`src/rtl/vga_timing_param_if.sv`:
```
// Video timing bundle between the timing generator and the draw pipeline.
// The generator drives counts, syncs, blanks and frame markers; the consumer drives the pixel enable.
interface vga_timing_param_if #(
  parameter int unsigned CNT_W   = 11,
  parameter int unsigned FRAME_W = 8
);
  logic               en;
  logic [CNT_W-1:0]   hcount;
  logic [CNT_W-1:0]   vcount;
  logic               hsync;
  logic               vsync;
  logic               hblnk;
  logic               vblnk;
  logic               de;
  logic               sof;
  logic [FRAME_W-1:0] frame_cnt;

  modport master (
    input  en,
    output hcount, vcount, hsync, vsync, hblnk, vblnk, de, sof, frame_cnt
  );

  modport slave (
    output en,
    input  hcount, vcount, hsync, vsync, hblnk, vblnk, de, sof, frame_cnt
  );
endinterface

```
`src/rtl/vga_timing_param.sv`:
```
// Parametrised VGA timing generator: free-running h/v counters with a stall enable,
// registered sync/blank/de decode aligned to the counts, start-of-frame pulse and frame counter.
module vga_timing_param #(
  parameter int unsigned H_ACTIVE   = 1024,
  parameter int unsigned H_FP       = 24,
  parameter int unsigned H_SYNC     = 136,
  parameter int unsigned H_BP       = 160,
  parameter int unsigned V_ACTIVE   = 768,
  parameter int unsigned V_FP       = 3,
  parameter int unsigned V_SYNC     = 6,
  parameter int unsigned V_BP       = 29,
  parameter bit          H_SYNC_POL = 1'b0,
  parameter bit          V_SYNC_POL = 1'b0,
  parameter int unsigned CNT_W      = 11,
  parameter int unsigned FRAME_W    = 8
) (
  input  logic                clk,
  input  logic                rst,
  vga_timing_param_if.master  vif
);

  localparam int unsigned H_TOT    = H_ACTIVE + H_FP + H_SYNC + H_BP;
  localparam int unsigned V_TOT    = V_ACTIVE + V_FP + V_SYNC + V_BP;
  localparam int unsigned HS_START = H_ACTIVE + H_FP;
  localparam int unsigned HS_END   = HS_START + H_SYNC;
  localparam int unsigned VS_START = V_ACTIVE + V_FP;
  localparam int unsigned VS_END   = VS_START + V_SYNC;

  // Reject degenerate timings and counters too narrow for the frame.
  if (H_ACTIVE == 0 || H_FP == 0 || H_SYNC == 0 || H_BP == 0 ||
      V_ACTIVE == 0 || V_FP == 0 || V_SYNC == 0 || V_BP == 0 ||
      CNT_W == 0 || FRAME_W == 0) begin : g_bad_width
    $error("vga_timing_param: every width parameter must be >= 1");
  end
  if (CNT_W < 32 && (H_TOT > (32'd1 << CNT_W) || V_TOT > (32'd1 << CNT_W))) begin : g_bad_cnt_w
    $error("vga_timing_param: H_TOT-1 or V_TOT-1 does not fit in CNT_W bits");
  end
  if ($bits(vif.hcount) != CNT_W || $bits(vif.frame_cnt) != FRAME_W) begin : g_bad_if
    $error("vga_timing_param: interface widths do not match CNT_W/FRAME_W");
  end

  logic [CNT_W-1:0]   h_q, v_q, h_nxt, v_nxt;
  logic [FRAME_W-1:0] frame_q;
  logic               frame_wrap;
  logic               hsync_q, vsync_q, hblnk_q, vblnk_q, de_q, sof_q;
  logic               hsync_nxt, vsync_nxt, hblnk_nxt, vblnk_nxt;
  logic [31:0]        hn, vn;

  // Next counter values; decode uses these so outputs line up with the registered counts.
  always_comb begin
    h_nxt      = h_q;
    v_nxt      = v_q;
    frame_wrap = 1'b0;
    if (vif.en) begin
      if (h_q == CNT_W'(H_TOT - 1)) begin
        h_nxt = '0;
        if (v_q == CNT_W'(V_TOT - 1)) begin
          v_nxt      = '0;
          frame_wrap = 1'b1;
        end else begin
          v_nxt = v_q + CNT_W'(1);
        end
      end else begin
        h_nxt = h_q + CNT_W'(1);
      end
    end
  end

  // Region decode done in 32 bits so an end bound equal to 2**CNT_W still compares correctly.
  always_comb begin
    hn        = 32'(h_nxt);
    vn        = 32'(v_nxt);
    hblnk_nxt = (hn >= H_ACTIVE);
    vblnk_nxt = (vn >= V_ACTIVE);
    hsync_nxt = ((hn >= HS_START) && (hn < HS_END)) ? H_SYNC_POL : ~H_SYNC_POL;
    vsync_nxt = ((vn >= VS_START) && (vn < VS_END)) ? V_SYNC_POL : ~V_SYNC_POL;
  end

  always_ff @(posedge clk or posedge rst) begin
    if (rst) begin
      h_q     <= '0;
      v_q     <= '0;
      frame_q <= '0;
      sof_q   <= 1'b0;
      hblnk_q <= 1'b0;
      vblnk_q <= 1'b0;
      de_q    <= 1'b1;
      hsync_q <= ~H_SYNC_POL;
      vsync_q <= ~V_SYNC_POL;
    end else begin
      h_q     <= h_nxt;
      v_q     <= v_nxt;
      sof_q   <= frame_wrap;
      hblnk_q <= hblnk_nxt;
      vblnk_q <= vblnk_nxt;
      de_q    <= ~hblnk_nxt & ~vblnk_nxt;
      hsync_q <= hsync_nxt;
      vsync_q <= vsync_nxt;
      if (frame_wrap) begin
        frame_q <= frame_q + FRAME_W'(1);
      end
    end
  end

  assign vif.hcount    = h_q;
  assign vif.vcount    = v_q;
  assign vif.hsync     = hsync_q;
  assign vif.vsync     = vsync_q;
  assign vif.hblnk     = hblnk_q;
  assign vif.vblnk     = vblnk_q;
  assign vif.de        = de_q;
  assign vif.sof       = sof_q;
  assign vif.frame_cnt = frame_q;

endmodule
```
`src/flat_wrapper.sv`:
```
// flat-port wrapper written by rule: the top's interface ports become plain ports
module vga_timing_param_flat 
#(
  parameter int unsigned H_ACTIVE   = 1024,
  parameter int unsigned H_FP       = 24,
  parameter int unsigned H_SYNC     = 136,
  parameter int unsigned H_BP       = 160,
  parameter int unsigned V_ACTIVE   = 768,
  parameter int unsigned V_FP       = 3,
  parameter int unsigned V_SYNC     = 6,
  parameter int unsigned V_BP       = 29,
  parameter bit          H_SYNC_POL = 1'b0,
  parameter bit          V_SYNC_POL = 1'b0,
  parameter int unsigned CNT_W      = 11,
  parameter int unsigned FRAME_W    = 8
)
  (clk, rst, vif_en, vif_hcount, vif_vcount, vif_hsync, vif_vsync, vif_hblnk, vif_vblnk, vif_de, vif_sof, vif_frame_cnt);
  vga_timing_param_if #(.CNT_W(CNT_W), .FRAME_W(FRAME_W)) vif_i ();
  input  logic clk;
  input  logic rst;
  input wire logic [$bits(vif_i.en)-1:0] vif_en;
  output wire logic [$bits(vif_i.hcount)-1:0] vif_hcount;
  output wire logic [$bits(vif_i.vcount)-1:0] vif_vcount;
  output wire logic [$bits(vif_i.hsync)-1:0] vif_hsync;
  output wire logic [$bits(vif_i.vsync)-1:0] vif_vsync;
  output wire logic [$bits(vif_i.hblnk)-1:0] vif_hblnk;
  output wire logic [$bits(vif_i.vblnk)-1:0] vif_vblnk;
  output wire logic [$bits(vif_i.de)-1:0] vif_de;
  output wire logic [$bits(vif_i.sof)-1:0] vif_sof;
  output wire logic [$bits(vif_i.frame_cnt)-1:0] vif_frame_cnt;
  assign vif_i.en = vif_en;
  assign vif_hcount = vif_i.hcount;
  assign vif_vcount = vif_i.vcount;
  assign vif_hsync = vif_i.hsync;
  assign vif_vsync = vif_i.vsync;
  assign vif_hblnk = vif_i.hblnk;
  assign vif_vblnk = vif_i.vblnk;
  assign vif_de = vif_i.de;
  assign vif_sof = vif_i.sof;
  assign vif_frame_cnt = vif_i.frame_cnt;
  vga_timing_param #(.H_ACTIVE(H_ACTIVE), .H_FP(H_FP), .H_SYNC(H_SYNC), .H_BP(H_BP), .V_ACTIVE(V_ACTIVE), .V_FP(V_FP), .V_SYNC(V_SYNC), .V_BP(V_BP), .H_SYNC_POL(H_SYNC_POL), .V_SYNC_POL(V_SYNC_POL), .CNT_W(CNT_W), .FRAME_W(FRAME_W)) u_core (.clk(clk), .rst(rst), .vif(vif_i));
endmodule
```
`config.mk`:
```
export PLATFORM = sky130hd
export DESIGN_NAME = vga_timing_param_flat
export DESIGN_NICKNAME = d
export VERILOG_FILES = /design/src/rtl/vga_timing_param_if.sv /design/src/rtl/vga_timing_param.sv /design/src/flat_wrapper.sv
export SDC_FILE = /design/constraint.sdc
export NUM_CORES = 1
export LEC_CHECK = 0
export ABC_AREA = 1
export CAP_MARGIN = 20
export CORE_AREA = 2 2 66 68
export CTS_CLUSTER_SIZE = 10
export DETAILED_ROUTE_END_ITERATION = 12
export DIE_AREA = 0 0 68 70
export PLACE_DENSITY = 0.77
export SLEW_MARGIN = 20
export SYNTH_ARGS = -nofsm -noshare
export SYNTH_HDL_FRONTEND = slang
export SYNTH_SLANG_ARGS = --single-unit
```
`constraint.sdc`:
```
create_clock -name clk -period 1.78 [get_ports clk]
set_input_delay 0.178 -clock clk [delete_from_list [all_inputs] [get_ports clk]]
set_output_delay 0.178 -clock clk [all_outputs]
set_load 0.03 [all_outputs]
```
After elaboration in Yosys (flattened, before gate mapping)
Index checks and enable logic that the tools add are counted.
{"block": "classes", "add_sub_neg": 3, "magnitude_cmp": 6, "n_eq_ne": 2, "mux": 10, "bitwise": 3, "n_reduce_logical": 2}
{"op": "$mux W11", "count": 5}
{"op": "$add A11 B1 Y11 const B", "count": 2}
{"op": "$ge A11 B10 Y1 const B", "count": 2}
{"op": "$ge A11 B11 Y1 const B", "count": 2}
{"op": "$eq A11 B10 Y1 const B", "count": 1}
{"op": "$eq A11 B11 Y1 const B", "count": 1}
{"op": "$lt A11 B10 Y1 const B", "count": 1}
{"op": "$lt A11 B11 Y1 const B", "count": 1}
{"op": "$add A8 B1 Y8 const B", "count": 1}
{"op": "$mux W1", "count": 5}
{"op": "$logic_and A1 B1 Y1", "count": 2}
{"op": "$not A1 Y1", "count": 2}
{"op": "$and A1 B1 Y1", "count": 1}
{"block": "word_totals", "reg_bits": 36, "input_bits": 3, "output_inout_bits": 36, "word_cells": 35}

Depth between registers and ports, before layout
{"block": "depth", "depth_word": 7, "depth_mapped": 13, "ltp_nobuf": 13}

Least setup slack after synthesis
No wires, ideal clock.
{"block": "synth_timing", "path_kind": "flip-flop to flip-flop", "from": "reg u_core.h_q[1] (netlist: u_core.vif.hcount[1])", "to": "reg u_core.frame_q[6] (netlist: u_core.vif.frame_cnt[6])", "setup_time_ns": 0.133, "t_arrival_ns": 1.728, "required_time_ns": 1.647, "slack_ns": -0.081, "path_stages_with_launch": 12, "path_buffers": 0, "period_less_slack_ns": 1.861, "path_cell_list": "dfrtp_1 > ha_1 > nand2_4 > nor2_4 > nand2_4 > nor2_8 > inv_4 > nor2_4 > nand2_2 > nor2_4 > nand3_1 > xnor2_1"}
{"block": "synth_via", "elab_chain_cells": 3}
{"item": "start, declared", "line_no": "vga_timing_param.sv:42", "source": "logic [CNT_W-1:0] h_q, v_q, h_nxt, v_nxt;"}
{"item": "start signal, assigned", "line_no": "vga_timing_param.sv:91", "source": "h_q <= h_nxt;"}
{"item": "$eq A11 B11 Y1", "line_no": "vga_timing_param.sv:55", "source": "if (h_q == CNT_W'(H_TOT - 1)) begin"}
{"item": "$mux W1", "line_no": "vga_timing_param.sv:55"}
{"item": "$mux W1", "line_no": "vga_timing_param.sv:54", "source": "if (vif.en) begin"}
{"item": "end signal, assigned", "line_no": "vga_timing_param.sv:100", "source": "frame_q <= frame_q + FRAME_W'(1);"}
{"item": "end, declared", "line_no": "vga_timing_param.sv:43", "source": "logic [FRAME_W-1:0] frame_q;"}
No other way between the ends.
A chain may end at the register's enable or synchronous reset.

Final worst setup path
{"block": "layout_timing", "from": "reg u_core.v_q[1] (netlist: u_core.vif.vcount[1])", "to": "reg u_core.frame_q[7] (netlist: u_core.vif.frame_cnt[7])"}
{"block": "layout_via", "elab_chain_cells": 4}
{"item": "start, declared", "line_no": "vga_timing_param.sv:42"}
{"item": "start signal, assigned", "line_no": "vga_timing_param.sv:92", "source": "v_q <= v_nxt;"}
{"item": "$eq A11 B10 Y1", "line_no": "vga_timing_param.sv:57", "source": "if (v_q == CNT_W'(V_TOT - 1)) begin"}
{"item": "$mux W1", "line_no": "vga_timing_param.sv:57"}
{"item": "$mux W1", "line_no": "vga_timing_param.sv:55"}
{"item": "$mux W1", "line_no": "vga_timing_param.sv:54"}
No other way between the ends.

==> key figures <==
Floorplan
  • Initial core utilization: 48.7%
  • Core ar.: approximately 0.0041 mm2
  • Die height: 70 um
  • Io pins: 39
  • Die area: about 0.0048 mm2
  • Site row count: 24
  • Die Wd: 68 um

Critical path
  • Worst r2r path cells: 11
  • Reg-to-reg critical path startpoint: u_core.vif.vcount[1]
  • CP max stage delay: around 0.41 ns
  • Worst EP required: around 2 ns
  • CP cell instances: inv_1 -> ha_2 -> nand2_2 -> nor3_4 -> inv_1 -> nor2_2 -> nand2_4 -> nor2_4 -> nand3_2 -> nor2_2 -> xor2_1
  • Slowest-stage cell, CP: dfrtp_1
  • CP endpoint kind: flip-flop
  • Buf+Inv Stages, Crit Path: 2
  • R2R setup slack: 0.03 ns
  • Top delay family on crit path: simple AND/OR/NAND/NOR gates
  • Crit Path Max Fanout: 5
  • Startpoint Class: flip-flop
  • Critical path class: reg2reg
  • Worst EP arrival: 1.95 ns
  • Reg2Reg Capture Point: u_core.vif.frame_cnt[7]

Clock tree
  • Clk slew on worst S/H paths: roughly 0.08 ns
  • Clk Latency, worst-skew pair: 0.29 ns
  • TritonCTS clock tree: built
  • Depth of the CTS H-tree: 2
  • Num CTS Buffers: 5
  • CTS Sinks: 36
  • Root Buffer: clkbuf_8
  • CTS Hold Bufs: 0
  • Clock tree buffer depth: 2

Yosys
  • Synth cell types: 26
  • YS warnings: 0
  • Most frequent cell after synthesis: nand2_1
  • Syn avg cell area: approximately 7.9 um2
  • Post-Synthesis Cells: 256
  • Yosys reg bits: 36
  • Post-synthesis net count: 263
  • Most used flip-flop cell after synthesis: dfrtp_1
  • Commonest cells post-synth: nand2_1 (69), inv_1 (43), dfrtp_1 (33), nand3_1 (29), nor2_1 (27)
  • Cell accounting for the most synthesized area: dfrtp_1
  • Ys async rst share: 100%
  • EDFF count, synth: 0
  • Synth area leaders: dfrtp_1 (41%), nand2_1 (13%), inv_1 (8.0%), nand3_1 (7.2%), nor2_1 (5.0%)
  • Mapped cell area: 0.00202 mm2
  • Area share of the largest cell type after synthesis: roughly two fifths
  • Sequential share of the synthesized area: 44.8%

Power and ir drop
  • Worst vdd ir: 0.550 mV
  • Leak: 1.54 nW
  • Power per cell area: between 700 and 800 mW/mm2

Finish
  • Ant diodes: 0
  • Final core utilization: between 60 and 70%
  • P&R area growth vs syn: 41.7%
  • Share of cells above drive strength 1: 24.3%
  • Layout filler cell count: ~350
  • # nets final: 339

Timing
  • FMAX: 572 MHz
  • Final setup vio count: 0
  • Min cycle time layout: 1.75 ns
  • Measured slew at the worst slew-check pin: 0.446 ns
  • Slew headroom: between 70% and 80%
  • Period utilisation layout: a little over nine tenths
  • RSZ-0062 raised after global routing: true
  • Fin Setup TNS: 0 ns
  • Final Skew: 0.0115 ns
  • Max Transition Viols Final: 0
  • Hold Vio Cnt, Final: 0

Global route
  • Maximum number of pins on one net before global-route repair: 37
  • GRT overflow: 0
  • Overall global routing resource usage: 21.2%
  • Initial antenna violation count: 0
  • First-pass GRT wire length: approximately 7.8 mm
  • Vias in the first global route: 1759

Routing
  • DR iter-0 viols: 75
  • DR WL/cell: 12.3 um
  • Final ANT Viol Nets: 0
  • Drt first pass iters: 4
  • Vias: 1857
  • WL final: 4.73 mm
  • DR vias/cell: between 4 and 5
  • DRC Markers: 0

Min path
  • Worst hold path class: in2async

Flow run
  • Max Cap Viol: 0

Status
  • Status: finished clean

Placed design
  • Hpwl dp: 3.49 mm
  • Port Buffers: 38
  • Placer congestion estimate: 0.923
## worst max-delay path by stage
stage | cells after the start | slack [ns] | start | to
detailed placement | 13 | -0.18 | vif_en | u_core.vif.vsync
finish | 11 | 0.03 | u_core.vif.vcount[1] | u_core.vif.frame_cnt[7]
global route | 12 | -0.11 | u_core.vif.hcount[4] | u_core.vif.vsync
floorplan | 10 | 0.01 | u_core.vif.vcount[1] | u_core.vif.vsync
global placement | 11 | -0.13 | vif_en | u_core.vif.vsync
CTS | 11 | 0.005 | u_core.vif.hcount[0] | u_core.vif.de
## registers in the layout, summed over array words and instances, names as in the netlist
register,flops
u_core.vif.vsync,1
u_core.vif.frame_cnt,8
u_core.vif.sof,1
u_core.vif.hsync,1
u_core.vif.hblnk,1
u_core.vif.vcount,11
u_core.vif.vblnk,1
u_core.vif.de,1
u_core.vif.hcount,11
## cells by family after synthesis
kind of cell               Yosys count  share of synthesized area, %
and+or+nand+nor                    149                          35.8
buffers and inverters               46                          9.42
adders and majority gates            4                          2.48
xor gates and xnor gates             9                          3.91
DFF                                 36                          44.8
AOI/OAI and AO/OA                   12                          3.60
## area by class of cell
class / instances / area, um2 / share of cell area (%)
multi-input cells: 174 / 992 / 34.7
flip-flops and latches: 36 / 910 / 31.8
repair buffers: 71 / 634 / 22.2
inverters: 44 / 168 / 5.86
clock buffers: 8 / 90.1 / 3.15
well taps: 52 / 65.1 / 2.28
## worst register-to-register path, stage by stage (launching register included)
cell     delay, ns
dfrtp_1       0.41
inv_1         0.07
ha_2          0.18
nand2_2       0.07
nor3_4        0.17
inv_1         0.08
nor2_2        0.14
nand2_4       0.10
nor2_4        0.10
nand3_2       0.09
nor2_2        0.10
xor2_1        0.15
## report_power, final
group	leakage [nW]	switching, mW	internal (mW)
registers	0.423	0.0773	0.887
logic	1.07	0.368	0.245
clock network	0.0455	0.287	0.316
total	1.54	0.732	1.45
## metrics by stage
stage	area [um2]	power (mW)	hold slack [ns]	instances	worst slack (ns)
floorplan	2020	1.32	0.343	256	0.0127
global placement	2690	1.55	0.458	376	-0.126
detailed placement	2690	1.57	0.479	376	-0.176
CTS	2780	2.18	0.309	384	0.00487
global route	2860	2.31	0.358	385	-0.108
finish	2860	2.18	0.289	385	0.0331
## cell usage in the layout (no fill, tap or decap)
master / n
dfstp_2: 3
clkdlybuf4s50_1: 37
nand3_2: 4
nand2_1: 66
inv_1: 43
nor2_4: 8
nor2_8: 1
nand2_4: 4
and2_4: 1
nor2_1: 21
dfrtp_1: 29
nor3_4: 1
inv_4: 1
o21ai_0: 4
a31o_2: 2
nor2_2: 5
dlymetal6s2s_1: 1
xor2_1: 6
ha_2: 3
clkbuf_8: 6
o21ai_1: 1
nor3_1: 1
clkbuf_1: 2
buf_6: 1
ha_1: 1
buf_4: 32
xnor2_1: 3
nand3b_1: 2
nand3_1: 27
a21oi_1: 3
dfrtp_2: 4
nand2_2: 5
o21bai_1: 2
nand4_1: 3
## timing repair
| action | 4_1_cts | 5_1_grt |
|---|---|---|
| endpoints found under the setup margin | 0 | 10 |
| buffers inserted | 0 | 1 |
| resized for setup | 0 | 24 |
## layer usage
metal	GRT usage [%]	routed length, um	vias to the layer above	part of all wire [%]
met2	35.7	2500	46	53
met5	0	0	-	0
li1	-	-	935	-
met1	26.9	1950	869	41
met3	5.15	232	7	4.9
met4	5.33	53	0	1.1
Note: power is estimated with default switching activity, not from simulation.
